==> config.mk <==
export PLATFORM = sky130hd
export DESIGN_NAME = fetch_unit_flat
export DESIGN_NICKNAME = d
export VERILOG_FILES = /design/src/rtl/fetch_unit_pkg.sv /design/src/rtl/fetch_unit_if.sv /design/src/rtl/fetch_unit.sv /design/src/flat_wrapper.sv
export SDC_FILE = /design/constraint.sdc
export NUM_CORES = 1
export LEC_CHECK = 0
export BUFFER_PORTS_ARGS = -buffer_cell sky130_fd_sc_hd__buf_2
export CAP_MARGIN = 20
export CORE_ASPECT_RATIO = 0.5
export CORE_MARGIN = 3
export CORE_UTILIZATION = 50
export DETAILED_ROUTE_END_ITERATION = 10
export HOLD_SLACK_MARGIN = 0.12
export PLACE_DENSITY = 0.86
export SYNTH_ARGS = -nofsm -noshare
export SYNTH_HDL_FRONTEND = slang
export SYNTH_SLANG_ARGS = --single-unit
==> constraint.sdc <==
create_clock -name clk -period 5.8 [get_ports clk]
set_clock_uncertainty 0.05 [all_clocks]
set_input_delay 0 -clock clk [delete_from_list [all_inputs] [get_ports clk]]
set_output_delay 0 -clock clk [all_outputs]
set_load 0.03 [all_outputs]
==> src/rtl/fetch_unit_pkg.sv <==
// Shared CPU package: fetch FSM state encoding and the default boot PC.
package fetch_unit_pkg;

    typedef enum logic [1:0] {
        ST_RUN  = 2'd0,
        ST_HALT = 2'd1,
        ST_TRAP = 2'd2
    } fetch_state_e;

    localparam logic [31:0] RESET_PC_DEFAULT = 32'h0000_0000;

endpackage

==> src/rtl/fetch_unit_if.sv <==
// Fetch-side bus: synchronous ROM port plus the IF/ID buffer feed.
interface fetch_unit_if #(
    parameter int IMEM_AW = 14
);
    logic [IMEM_AW-1:0] imem_addr_o;
    logic [31:0]        imem_data_i;
    logic [31:0]        pc_o;
    logic [31:0]        inst_o;
    logic               valid_o;
    logic               clear_o;

    // valid_o qualifies pc_o/inst_o for the IF/ID buffer every cycle; there is no
    // ready, the consumer back-pressures through stall_i. clear_o flushes IF/ID.
    modport master (
        output imem_addr_o, pc_o, inst_o, valid_o, clear_o,
        input  imem_data_i
    );

    modport slave (
        input  imem_addr_o, pc_o, inst_o, valid_o, clear_o,
        output imem_data_i
    );
endinterface

==> src/rtl/fetch_unit.sv <==
// Instruction fetch: PC register, RUN/HALT/TRAP control and zero-bubble ROM addressing.
module fetch_unit
    import fetch_unit_pkg::*;
#(
    parameter logic [31:0] RESET_PC = RESET_PC_DEFAULT,
    parameter int          IMEM_AW  = 14
) (
    input  logic         clk,
    input  logic         rst,
    input  logic         stall_i,
    input  logic         redirect_i,
    input  logic [31:0]  redirect_pc_i,
    input  logic         halt_i,
    input  logic         resume_i,
    fetch_unit_if.master bus,
    output logic         halted_o,
    output logic         trap_o,
    output logic [31:0]  fetch_cnt_o,
    output fetch_state_e state_o
);

    fetch_state_e r_state;
    logic [31:0]  r_pc;
    logic [31:0]  r_fetch_cnt;

    fetch_state_e w_next_state;
    logic [31:0]  w_next_pc;
    logic         w_valid;
    logic         w_clear;
    logic         w_misaligned;

    assign w_misaligned = (redirect_pc_i[1:0] != 2'b00);

    always_ff @(posedge clk) begin
        r_state <= w_next_state;
        r_pc    <= w_next_pc;
    end

    // The ROM address is derived from next_pc so its registered output lines up with pc_q.
    always_comb begin
        w_next_state = r_state;
        w_next_pc    = r_pc;
        w_valid      = 1'b0;
        w_clear      = 1'b1;
        if (!rst) begin
            w_next_state = ST_RUN;
            w_next_pc    = RESET_PC;
        end else begin
            unique case (r_state)
                ST_RUN: begin
                    if (redirect_i) begin
                        w_next_pc = redirect_pc_i;
                        if (w_misaligned) w_next_state = ST_TRAP;
                    end else if (halt_i) begin
                        w_next_state = ST_HALT;
                    end else begin
                        w_valid = 1'b1;
                        w_clear = 1'b0;
                        if (!stall_i) w_next_pc = r_pc + 32'd4;
                    end
                end
                ST_HALT: begin
                    if (redirect_i) begin
                        w_next_pc = redirect_pc_i;
                        if (w_misaligned) w_next_state = ST_TRAP;
                    end else if (resume_i) begin
                        w_next_state = ST_RUN;
                    end
                end
                ST_TRAP: begin
                    w_next_state = ST_TRAP;
                end
                default: begin
                    w_next_state = ST_TRAP;
                end
            endcase
        end
    end

    always_ff @(posedge clk) begin
        if (!rst) begin
            r_fetch_cnt <= 32'd0;
        end else if (w_valid && !stall_i) begin
            r_fetch_cnt <= r_fetch_cnt + 32'd1;
        end
    end

    assign bus.imem_addr_o = w_next_pc[IMEM_AW+1:2];
    assign bus.pc_o        = r_pc;
    assign bus.inst_o      = bus.imem_data_i;
    assign bus.valid_o     = w_valid;
    assign bus.clear_o     = w_clear;
    assign halted_o        = (r_state == ST_HALT);
    assign trap_o          = (r_state == ST_TRAP);
    assign fetch_cnt_o     = r_fetch_cnt;
    assign state_o         = r_state;

endmodule

==> src/flat_wrapper.sv <==
// flat-port wrapper written by rule: the top's interface ports become plain ports
module fetch_unit_flat import fetch_unit_pkg::*;
#(
    parameter logic [31:0] RESET_PC = RESET_PC_DEFAULT,
    parameter int          IMEM_AW  = 14
)
  (clk, rst, stall_i, redirect_i, redirect_pc_i, halt_i, resume_i, halted_o, trap_o, fetch_cnt_o, state_o, bus_imem_addr_o, bus_pc_o, bus_inst_o, bus_valid_o, bus_clear_o, bus_imem_data_i);
  fetch_unit_if #(.IMEM_AW(IMEM_AW)) bus_i ();
  input  logic clk;
  input  logic rst;
  input  logic stall_i;
  input  logic redirect_i;
  input  logic [31:0] redirect_pc_i;
  input  logic halt_i;
  input  logic resume_i;
  output logic halted_o;
  output logic trap_o;
  output logic [31:0] fetch_cnt_o;
  output fetch_state_e state_o;
  output wire logic [$bits(bus_i.imem_addr_o)-1:0] bus_imem_addr_o;
  output wire logic [$bits(bus_i.pc_o)-1:0] bus_pc_o;
  output wire logic [$bits(bus_i.inst_o)-1:0] bus_inst_o;
  output wire logic [$bits(bus_i.valid_o)-1:0] bus_valid_o;
  output wire logic [$bits(bus_i.clear_o)-1:0] bus_clear_o;
  input wire logic [$bits(bus_i.imem_data_i)-1:0] bus_imem_data_i;
  assign bus_imem_addr_o = bus_i.imem_addr_o;
  assign bus_pc_o = bus_i.pc_o;
  assign bus_inst_o = bus_i.inst_o;
  assign bus_valid_o = bus_i.valid_o;
  assign bus_clear_o = bus_i.clear_o;
  assign bus_i.imem_data_i = bus_imem_data_i;
  fetch_unit #(.RESET_PC(RESET_PC), .IMEM_AW(IMEM_AW)) u_core (.clk(clk), .rst(rst), .stall_i(stall_i), .redirect_i(redirect_i), .redirect_pc_i(redirect_pc_i), .halt_i(halt_i), .resume_i(resume_i), .bus(bus_i), .halted_o(halted_o), .trap_o(trap_o), .fetch_cnt_o(fetch_cnt_o), .state_o(state_o));
endmodule
* Word-level counts from Yosys, hierarchy flattened
Cells that the tools add are included.
** Word-level totals
- Logic and storage cells :: 40
- Bits of input ports :: 70
- Output and inout port bits :: 116
- Register bits after elaboration :: 66
** Operators by class
- Add/subtract/negate cells :: 2
- Equality and inequality tests :: 7
- Reduce and logical (&&, ||, !) cells :: 7
- Multiplexer cells :: 20
** Operators with widths (number)
- $mux 32 :: 4
- $pmux 32 s2 :: 1
- $add 32x1->32 const B :: 1
- $add 32x3->32 const B :: 1
- $mux 16 :: 1
- $ne 3x3->1 const B :: 4
- $mux 2 :: 5
- $mux 1 :: 8
- $pmux 2 s2 :: 1
- $reduce_and 4->1 :: 1
- $reduce_bool 2->1 :: 2
- $eq 2x1->1 const B :: 1
- $eq 2x2->1 const B :: 1
- $logic_not 2->1 :: 1
- $ne 2x2->1 const B :: 1
- $reduce_and 2->1 :: 1
- $logic_and 1x1->1 :: 1
- $logic_not 1->1 :: 1

* Depth between registers and ports, before layout
- Depth in word-level cells :: 6
- Mapped depth :: 8
- Gate-level depth less buffers :: 6

* Worst setup path before layout
No wires, ideal clock.
- Path type :: flip-flop to flip-flop
- From :: register u_core.r_state[1], in the netlist u_core.state_o[1]
- To :: register u_core.r_pc[13], in the netlist u_core.bus.pc_o[13]
- Setup slack :: 3165 ps
- Required time :: 5564 ps
- Clock period less this slack :: 2635 ps
- Cell stages (with the launch flop) :: 8
- Arrival :: 2400 ps
- Path buffers :: 2
- Cell sequence :: dfxtp_1 > buf_6 > or4_4 > clkbuf_1 > nor2_1 > nand2_1 > or3_1 > a31oi_1
** Between the ends
- Longest elaborated chain between the ends :: 3
- Elaborated cells on any way between the ends :: 4
** RTL lines
- from (decl) :: RTL line fetch_unit.sv:22 : fetch_state_e r_state;
- from (signal assigned) :: RTL line fetch_unit.sv:35 : r_state <= w_next_state;
- $eq 2x1->1 / $logic_not 2->1 (equally long branches) :: RTL line fetch_unit.sv:49 : unique case (r_state)
- $pmux 32 s2 * :: RTL line fetch_unit.sv:49
- $mux 16 * :: RTL line fetch_unit.sv:45 : if (!rst) begin
- net bus_imem_addr_o[11] :: RTL line flat_wrapper.sv:20 : output wire logic [$bits(bus_i.imem_addr_o)-1:0] bus_imem_addr_o;
- to (signal assigned) :: RTL line fetch_unit.sv:36 : r_pc <= w_next_pc;
- to (decl) :: RTL line fetch_unit.sv:23 : logic [31:0] r_pc;
The timed path passes the listed nets; every way through them passes the cells marked *.
A chain may end at the register's enable or synchronous reset.

* Worst setup path after layout
- From :: register u_core.r_state[1], in the netlist u_core.state_o[1]
- To :: output bus_imem_addr_o[11]
** Between the ends
- Longest elaborated chain between the ends :: 3
- Elaborated cells on any way between the ends :: 4
** RTL lines (RTL line)
- $eq 2x1->1 / $logic_not 2->1 (equally long branches) :: fetch_unit.sv:49
- $pmux 32 s2 * :: fetch_unit.sv:49
- $mux 16 * :: fetch_unit.sv:45
- to (decl) :: flat_wrapper.sv:20
Every way passes the cells marked *; elsewhere a longest branch is shown, timed or not.

==> summary.txt <==
Run status
  – Outcome: finished clean

Global routing
  – Vias in the first global route: 3990
  – Remaining global-route overflow: 0
  – Initial antenna violation count: 0
  – First-pass GRT wire length: 19.3 mm
  – Global router's overall resource usage: 27.8%
  – Pin count of the biggest net entering global routing: 52

Logic synthesis
  – Largest family of logic cells by synthesized area: simple AND/OR/NAND/NOR gates
  – Post-Synthesis Cells: 495
  – Dominant cell type by area after synthesis: dfxtp_1
  – Syn Nets: 567
  – Synth Register Bits: 66
  – Post-synth EDFFs: 0
  – Avg Cell Area, Syn: 7.68 um2
  – Post-synth ARST share: 0%
  – Compound-Gate Fraction of Synth Area: 18.0%
  – Yosys cell types: 52
  – Seq/Total Area, Yosys: 34.8%
  – Mux contribution to synthesized area: 0.527%
  – Adder-cell share of the synthesized area: 0.658%
  – Area share of the largest cell type after synthesis: 34.8%
  – XOR/XNOR share of the synthesized area: 5.07%
  – Area contributors post-synth: dfxtp_1, buf_4, nand2_1
  – Simple logic cell fraction of the synthesized area: 30.2%
  – Post-Synthesis Cell Area: 3800 um2
  – Main synth FF type: dfxtp_1
  – Ys Warns: 0

Floorplan
  – Count of boundary I/O pins: 186
  – Core Area: 7020 um2
  – Chip height: 67.7 um
  – Starting Density: 54.2%
  – # rows: 21
  – Die span in x: 129 um
  – Die ar.: 8750 um2

Cells and area
  – Synth-to-layout area growth: 36.1%
  – Nets: 710
  – Most common cell after layout, fill and taps aside: buf_2
  – N_diodes: 0
  – Commonest cells after routing, fill and taps aside: buf_2, dlygate4sd3_1, dfxtp_1, nand2_1, nor2_1
  – Area of the multi-input gates: 2070 um2
  – FF/Latch Area: 1320 um2
  – Ratio of cells with drive above 1 in the final layout: 22.4%
  – FILL cells: 488

Setup path
  – Critical Path RT: 5.75 ns
  – CP Capture Type: output port
  – Buf/Inv on CP: 1
  – Top Family by Delay on Critical Path: simple AND/OR/NAND/NOR gates
  – R2r setup slk: 3.04 ns
  – Arr. time, crit path: 3.20 ns
  – Worst Path Class, Setup: reg -> out
  – Critical path startpoint category: flop
  – CP max FO: 20
  – CP max stage delay: 0.72 ns
  – Slowest CP cell: or4_4
  – RR Endpoint: u_core.bus.pc_o[13]
  – Crit path depth: 6
  – Reg2reg start: u_core.state_o[1]
  – Worst-case reg-to-reg path depth: 5
  – Crit-path cells: or4_4 -> nor2_1 -> nand2_1 -> or3_1 -> a31oi_1 -> buf_2

Placement
  – DP HPWL: 7.62 mm
  – Gpl congestion: 0.919
  – Port Buffer Count: 121

Clock tree
  – Cts repair resizes: 0
  – CTS Buf Count: 9
  – Clk slew on worst S/H paths: 0.05 ns
  – Hold_buf cts: 68
  – Num Clock Sinks: 66
  – # Post-CTS Setup Buffers: 0
  – Clock buffer depth: 2
  – Root buffer cell: clkbuf_16
  – Clk_lat worst skew: 0.34 ns
  – TritonCTS clock tree: built
  – CTS HTree Levels: 3

Timing
  – Crit path time final: 3.25 ns
  – Slew headroom: 47.6%
  – Unrepaired setup endpoints after global routing: false
  – Final setup fails: 0
  – Hold Fails Final Rpt: 0
  – Tightest Pin Transition: 0.783 ns
  – Setup TNS: 0 ns
  – FMAX: 308 MHz
  – Part of the cycle the worst path needs: 56.0%
  – Hold WS: 0.154 ns
  – Slew Limit Fails: 0

Routing
  – WL final: 12.2 mm
  – Via/cell ratio: 6.07
  – 1st-iter DRT viols: 490
  – Via Count: 4453
  – First-pass DRT Iterations: 5
  – DRC Markers: 0
  – Wire per inst: 16.6 um
  – Post-route ant nets: 0

Worst hold path
  – Min-delay worst type: in -> reg
  – HP Start: rst
  – Worst Hold Depth: 3
  – Hold worst-path end: u_core.fetch_cnt_o[27]

Power
  – Power density cells: 249 nW/um2
  – Worst VDD drop: 0.135 mV
  – LEAKAGE: 2.07 nW
  – Total power: 1.29 mW

Job
  – MaxCap Viol Count: 0
==> layer usage <==
layer | GRT usage (%) | wire length, um
met3 | 7.11 | 1240
met5 | 0 | 0
met1 | 33.1 | 4760
met4 | 12.6 | 346
met2 | 48.1 | 5860
==> state kept, by name, summed over array words and instances (netlist names) <==
register and count:
u_core.fetch_cnt_o 32, u_core.bus.pc_o 32, u_core.state_o 2
==> where the power goes <==
part           internal, mW  leakage (nW)  switching [mW]
Sequential            0.472         0.538          0.0290
Clock                 0.353         0.148           0.199
Combinational        0.0851          1.39           0.152
==> metrics by stage <==
step	setup slack [ns]	instance area, um2	cells	utilization (%)
4_1_cts	2.61	5170	734	73.8
6_report	2.55	5170	734	73.8
3_5_place_dp	2.97	4190	651	59.7
2_1_floorplan	3.16	3800	495	-
5_1_grt	2.35	5170	734	73.8
3_3_place_gp	3.03	4190	651	59.7
==> worst max-delay path by stage <==
stage | endpoint | startpoint
floorplan | u_core.bus.pc_o[13] | u_core.state_o[1]
global placement | bus_imem_addr_o[11] | u_core.state_o[1]
detailed placement | bus_imem_addr_o[11] | u_core.state_o[1]
CTS | bus_imem_addr_o[11] | u_core.state_o[1]
global route | bus_imem_addr_o[11] | u_core.state_o[1]
finish | bus_imem_addr_o[11] | u_core.state_o[1]
==> Yosys cell counts, types with 13 or more instances <==
| master | count |
|---|---|
| nand2_1 | 56 |
| o21ai_0 | 19 |
| inv_1 | 13 |
| buf_4 | 32 |
| nor4_1 | 17 |
| clkbuf_1 | 21 |
| nor2_1 | 45 |
| nor3_1 | 16 |
| nand3_1 | 22 |
| dfxtp_1 | 66 |
| nand4_1 | 16 |
| xnor2_1 | 15 |
| a21oi_1 | 31 |
==> worst min-delay path, stage by stage <==
cell	delay, ns
buf_2	0.29
nand2_1	0.14
o21bai_1	0.05
==> cell families (layout without fill, tap and decap cells) <==
group | count (synthesis) | count (layout)
xor+xnor | 22 | 22
mux | 2 | 2
fa+ha+maj | 2 | 2
simple gates | 221 | 221
flops | 66 | 66
compound gates | 108 | 108
buf+inv | 74 | 221
==> final cells by class <==
type / instances / share of cell area, %
sequential: 66 / 25.5
multi-input combinational: 355 / 40.1
timing repair buffer: 192 / 25.3
clock buffer: 11 / 4.88
clock inverter: 4 / 0.991
tap: 92 / 2.22
inverter: 14 / 1.02
(Power assumes the default switching activity.)
